`src/rtl/gshare_pht_if.sv`:
```
// gshare PHT port bundle: fetch request/prediction and EX training update.
// master = fetch/EX side, slave = the table.
interface gshare_pht_if #(
  parameter int ADDR_WIDTH   = 32,
  parameter int HISTORY_SIZE = 8,
  parameter int INDEX_BITS   = 10
);
  logic                    req_valid;
  logic [ADDR_WIDTH-1:0]   req_pc;
  logic [HISTORY_SIZE-1:0] history;
  logic                    req_ready;
  logic                    pred_valid;
  logic                    pred_taken;
  logic [INDEX_BITS-1:0]   pred_index;
  logic                    upd_valid;
  logic [INDEX_BITS-1:0]   upd_index;
  logic                    upd_taken;

  modport master (
    output req_valid, req_pc, history,
    output upd_valid, upd_index, upd_taken,
    input  req_ready, pred_valid,
    input  pred_taken, pred_index
  );

  modport slave (
    input  req_valid, req_pc, history,
    input  upd_valid, upd_index, upd_taken,
    output req_ready, pred_valid,
    output pred_taken, pred_index
  );
endinterface

```
`src/rtl/gshare_pht.sv`:
```
// gshare pattern history table: 2-bit counters indexed by PC ^ history,
// swept to weakly-not-taken after reset, registered prediction, EX training.
module gshare_pht #(
  parameter int ADDR_WIDTH   = 32,
  parameter int HISTORY_SIZE = 8,
  parameter int INDEX_BITS   = 10
) (
  input logic          clk,
  input logic          rst,
  gshare_pht_if.slave  bus
);
  localparam int DEPTH = 1 << INDEX_BITS;
  localparam logic [INDEX_BITS-1:0] LAST = '1;

  typedef enum logic {INIT, READY} state_e;

  state_e                state_q, state_d;
  logic [1:0]            pht [DEPTH];
  logic [INDEX_BITS-1:0] init_ptr;
  logic [INDEX_BITS-1:0] hist_ext;
  logic [INDEX_BITS-1:0] req_idx;
  logic                  accept;
  logic [1:0]            upd_cnt;
  logic [1:0]            upd_next;
  logic                  we;
  logic [INDEX_BITS-1:0] waddr;
  logic [1:0]            wdata;
  logic                  pc_unused;

  assign hist_ext = INDEX_BITS'(bus.history);
  assign req_idx  = bus.req_pc[INDEX_BITS+1:2] ^ hist_ext;
  assign bus.req_ready = (state_q == READY);
  assign accept   = bus.req_valid && bus.req_ready;
  assign upd_cnt  = pht[bus.upd_index];

  assign pc_unused = &{1'b0,
    bus.req_pc[ADDR_WIDTH-1:INDEX_BITS+2],
    bus.req_pc[1:0]};

  always_comb begin
    upd_next = upd_cnt;
    unique case (1'b1)
      bus.upd_taken && upd_cnt != 2'b11:
        upd_next = upd_cnt + 2'd1;
      !bus.upd_taken && upd_cnt != 2'b00:
        upd_next = upd_cnt - 2'd1;
      default: ;
    endcase
  end

  always_comb begin
    state_d = state_q;
    we      = 1'b0;
    waddr   = init_ptr;
    wdata   = 2'b01;
    unique case (state_q)
      INIT: begin
        we = 1'b1;
        if (init_ptr == LAST) state_d = READY;
      end
      READY: begin
        we    = bus.upd_valid;
        waddr = bus.upd_index;
        wdata = upd_next;
      end
      default: ;
    endcase
  end

  always_ff @(posedge clk) begin
    if (rst) begin
      state_q  <= INIT;
      init_ptr <= '0;
    end else begin
      state_q <= state_d;
      if (state_q == INIT)
        init_ptr <= init_ptr + INDEX_BITS'(1);
    end
  end

  // Read-before-write: the prediction samples the old counter value.
  always_ff @(posedge clk) begin
    if (rst) begin
      bus.pred_valid <= 1'b0;
      bus.pred_taken <= 1'b0;
      bus.pred_index <= '0;
    end else begin
      bus.pred_valid <= accept;
      if (accept) begin
        bus.pred_taken <= pht[req_idx][1];
        bus.pred_index <= req_idx;
      end
    end
  end

  always_ff @(posedge clk) begin
    if (we && !rst)
      pht[waddr] <= wdata;
  end
endmodule
```
`src/flat_wrapper.sv`:
```
// flat-port wrapper written by rule: the top's interface ports become plain ports
module gshare_pht_flat 
#(
  parameter int ADDR_WIDTH   = 32,
  parameter int HISTORY_SIZE = 8,
  parameter int INDEX_BITS   = 10
)
  (clk, rst, bus_req_valid, bus_req_pc, bus_history, bus_upd_valid, bus_upd_index, bus_upd_taken, bus_req_ready, bus_pred_valid, bus_pred_taken, bus_pred_index);
  gshare_pht_if #(.ADDR_WIDTH(ADDR_WIDTH), .HISTORY_SIZE(HISTORY_SIZE), .INDEX_BITS(INDEX_BITS)) bus_i ();
  input logic clk;
  input logic rst;
  input wire logic [$bits(bus_i.req_valid)-1:0] bus_req_valid;
  input wire logic [$bits(bus_i.req_pc)-1:0] bus_req_pc;
  input wire logic [$bits(bus_i.history)-1:0] bus_history;
  input wire logic [$bits(bus_i.upd_valid)-1:0] bus_upd_valid;
  input wire logic [$bits(bus_i.upd_index)-1:0] bus_upd_index;
  input wire logic [$bits(bus_i.upd_taken)-1:0] bus_upd_taken;
  output wire logic [$bits(bus_i.req_ready)-1:0] bus_req_ready;
  output wire logic [$bits(bus_i.pred_valid)-1:0] bus_pred_valid;
  output wire logic [$bits(bus_i.pred_taken)-1:0] bus_pred_taken;
  output wire logic [$bits(bus_i.pred_index)-1:0] bus_pred_index;
  assign bus_i.req_valid = bus_req_valid;
  assign bus_i.req_pc = bus_req_pc;
  assign bus_i.history = bus_history;
  assign bus_i.upd_valid = bus_upd_valid;
  assign bus_i.upd_index = bus_upd_index;
  assign bus_i.upd_taken = bus_upd_taken;
  assign bus_req_ready = bus_i.req_ready;
  assign bus_pred_valid = bus_i.pred_valid;
  assign bus_pred_taken = bus_i.pred_taken;
  assign bus_pred_index = bus_i.pred_index;
  gshare_pht #(.ADDR_WIDTH(ADDR_WIDTH), .HISTORY_SIZE(HISTORY_SIZE), .INDEX_BITS(INDEX_BITS)) u_core (.clk(clk), .rst(rst), .bus(bus_i));
endmodule
```
`config.mk`:
```
export PLATFORM = sky130hd
export DESIGN_NAME = gshare_pht_flat
export DESIGN_NICKNAME = d
export VERILOG_FILES = /design/src/rtl/gshare_pht_if.sv /design/src/rtl/gshare_pht.sv /design/src/flat_wrapper.sv
export SDC_FILE = /design/constraint.sdc
export NUM_CORES = 2
export LEC_CHECK = 0
export CAP_MARGIN = 20
export CORE_MARGIN = 2
export CORE_UTILIZATION = 43
export CTS_CLUSTER_DIAMETER = 200
export DETAILED_ROUTE_END_ITERATION = 7
export SYNTH_ARGS = -nofsm -noshare
export SYNTH_HDL_FRONTEND = slang
export SYNTH_SLANG_ARGS = --single-unit
```
`constraint.sdc`:
```
create_clock -name clk -period 28.6 [get_ports clk]
set_input_delay 4.29 -clock clk [delete_from_list [all_inputs] [get_ports clk]]
set_output_delay 4.29 -clock clk [all_outputs]
set_load 0.02 [all_outputs]
```
==> results.py <==
metrics = {
    "cells_and_area": {
        "layout_common_cells": "2048 x edfxtp_1, 1112 x nor2_1, 650 x mux4_2, 355 x nand2_1, 212 x clkbuf_16",
        "final_common_cell": "edfxtp_1",
        "layout.cells.non_filler": 8748,
        "drive_above_1_share": 0.216,
        "final_nets": 5760,
        "stdcell_area_um2": 105000,
        "syn2layout_area_growth_pct": 11.0,
        "num-fill-cells": 18200,
    },
    "grt": {
        "grt_pass1_wl_um": 441000,
        "grt_max_degree": 258,
        "grt-ovfl-total": 0,
        "antenna_found_initial": 23,
        "track_usage": 0.282,
        "grt_pass1_vias": 56800,
    },
    "sta": {
        "finalSetupViolations": 0,
        "rsz0062_at_grt": "no",
        "slew_viol_final": 0,
        "clock_skew_ns": 0.0494,
        "finalCritPeriodShare": 0.450,
        "finalHoldViolCount": 0,
        "worst_slew_pin_slew_ns": 1.40,
        "finalCriticalPeriod_ns": 12.87,
        "fin_ws_ns": 15.73,
        "slew-limit-headroom": 0.0656,
        "fmax_ghz": 0.0777,
        "fin_tns_setup_ns": 0,
    },
    "logic_synthesis": {
        "synth-edff-count": 2048,
        "synth_flop_cell": "edfxtp_1",
        "synth_area_leaders": "edfxtp_1 65%, mux4_2 16%, nor2_1 4.4%, mux2i_1 2.0%, mux4_1 2.0%",
        "ys_ff_latch": 2071,
        "synth_cell_type_count": 92,
        "synth-adder-area-share": 0.000133,
        "synth-xor-area-share": 0.00251,
        "syn_nets": 5782,
        "syn-cell-area_um2": 94200,
        "ys_seq_area_frac": 0.658,
        "syn_avg_cell_area_um2": 16.5,
        "synth.top_cell.area_share": 0.653,
        "synth_compound_area_frac": 0.0345,
        "synthArstFlopShare": 0,
        "syn_inst": 5726,
        "synth-simple-area-share": 0.0743,
        "synth_top_family_by_area": "multiplexers",
        "synthMuxAreaShare": 0.199,
        "synth_top_area_cell": "edfxtp_1",
        "yosysWarnings": 0,
    },
    "power_and_ir_drop": {
        "vdd_drop_max_v": 0.0000618,
        "p_total_mw": 6.58,
        "leakagePower_nw": 32.3,
        "combinationalPowerShare": 0.083,
        "switchingPower_mw": 1.56,
        "seqPwrFrac": 0.499,
        "swShare": 0.238,
        "p_int_mw": 5.02,
        "p_clk_frac": 0.418,
        "power_density_nw_per_um2": 62.9,
    },
    "place": {
        "dp_hpwl_um": 190000,
        "placed_cell_area_um2": 97700,
        "place_congestion": 0.895,
        "dpl.cell_count": 8340,
        "port_buffers": 45,
        "preCtsSetupSlack_ns": 15.12,
    },
    "worst_setup_path": {
        "cp_common_cell": "buf_4",
        "worstPathRequired_ns": 29.11,
        "worstPathCellList": "buf_8, buf_4, buf_4, buf_4, buf_12, inv_1, buf_4, mux2i_1, nand2_1, a32o_1, o21ai_0, o311ai_1, o21a_1, a211o_4, buf_12, buf_4, buf_4",
        "critPathBufInv": 10,
        "end_kind": "flop",
        "start_kind": "input pin",
        "max_stage_delay_ns": 0.89,
        "slowest_stage": "buf_4",
        "cp_max_fo": 249,
        "worstReg2RegStart": "u_core.pht[717][1]",
        "crit_family": "buffers and inverters",
        "worstSetupStartpoint": "bus_upd_index[0]",
        "path_class": "input pin to flop",
        "crit_arrival_ns": 13.38,
    },
    "cts": {
        "htreeDepth": 4,
        "cts_resized": 0,
        "clk_pin_slew_ns": 0.06,
        "numCtsBuffers": 210,
        "clock-sinks": 2071,
        "cts_buffer_depth": 3,
        "cts_tree": "done",
        "clk_latency_ns": 0.89,
        "root_buffer": "clkbuf_16",
        "cts_setup_buffers": 0,
        "postCtsHoldBufs": 0,
    },
    "detailed_routing": {
        "wl_per_cell_um": 36.3,
        "post-route-drc-count": 0,
        "antenna_left": 0,
        "drtIter0Drc": 9629,
        "wl_um": 318000,
        "met1_length_um": 119000,
        "met2WireLength_um": 142000,
        "vias": 58400,
        "first_pass_iters": 6,
        "viasPerCell": 6.67,
        "wl_met3_um": 38600,
        "top_layer_used": "met5",
    },
    "worst_hold_path": {
        "hp-class": "flop to flop",
        "hp-start": "u_core.bus.pred_index[8]",
    },
    "floorplanning": {
        "core_area_um2": 217000,
        "die_h_um": 472,
        "ioPinCount": 68,
        "start_util": 0.433,
        "num_rows": 171,
        "die-area_um2": 223000,
        "die_w_um": 472,
    },
    "outcome": {
        "outcome": "finished clean",
    },
    "flow_run": {
        "maxCapViolCount": 0,
    },
}
==> area by class of cell <==
type,count,area [um^2],share of cell area
sequential,2071,62000,0.592
multi-input combinational,3158,29700,0.284
clock buffer,256,5470,0.0523
tap,2854,3570,0.0341
timing repair buffer,245,2470,0.0236
clock inverter,134,1320,0.0126
inverter,18,72.6,0.000694
antenna,12,30.0,0.000287
==> metrics by stage <==
stage	util	hold WS [ns]
final	0.481	0.461
after global routing	0.481	0.498
after floorplan	-	0.481
after global placement	0.447	0.460
after CTS	0.481	0.467
after detailed placement	0.449	0.457
==> sequential cells by signal, indices dropped and copies added (netlist names) <==
| name | cells |
|---|---|
| u_core.pht | 2048 |
| u_core.bus.pred_index | 10 |
| u_core.init_ptr | 10 |
| u_core.bus.pred_valid | 1 |
| u_core.bus.req_ready | 1 |
| u_core.bus.pred_taken | 1 |
==> cell families (layout without fill, tap and decap cells) <==
| kind of cell | Yosys count | after routing |
|---|---|---|
| other | 0 | 12 |
| AO/OA/AOI/OAI | 451 | 451 |
| flip-flops | 2071 | 2071 |
| adder cells (fa/ha/maj) | 1 | 1 |
| buffers and inverters | 497 | 653 |
| XOR/XNOR | 24 | 24 |
| multiplexers | 942 | 942 |
| AND/OR/NAND/NOR | 1740 | 1740 |
==> worst paths after layout <==
check | slack (ns) | endpoint | cells past startpoint
setup / recovery | 15.73 | u_core.pht[190][1] | 17
hold / removal | 0.46 | u_core.bus.pred_index[8] | 2
setup reg to reg | 21.09 | u_core.pht[190][1] | 12
hold reg to reg | 0.46 | u_core.bus.pred_index[8] | 2
==> synth_stat cells (all sizes together) (17+ instances only) <==
cell type	count
nand2	373
nor3	35
edfxtp	2048
a211oi	17
a31oi	24
mux4	722
o221ai	28
mux2i	191
and2	18
nand3	111
a221oi	22
buf	210
mux2	29
o21ai	36
dfxtp	23
and3	17
nor2b	17
clkbuf	269
o22ai	65
nor2	1118
a21oi	72
a22oi	60
==> tightest hold or removal path: cells and delay by family, from the launching register on <==
family          cells  cell delay (ns)
compound gates      1             0.05
flops               1             0.31
simple gates        1             0.05
==> power by group through the flow <==
stage	sequential [mW]	clock [mW]	combinational, mW
global placement	3.35	0	0.532
floorplan	3.35	0	0.336
global route	3.28	2.88	0.553
finish	3.28	2.75	0.546
detailed placement	3.35	0	0.532
CTS	3.28	2.77	0.534
==> layer usage <==
metal / vias up / track usage
li1: 22800 / -
met1: 30800 / 0.388
met2: 4010 / 0.421
met3: 770 / 0.0711
met4: 18 / 0.136
met5: - / 0
Note: power is estimated with default switching activity, not from simulation.
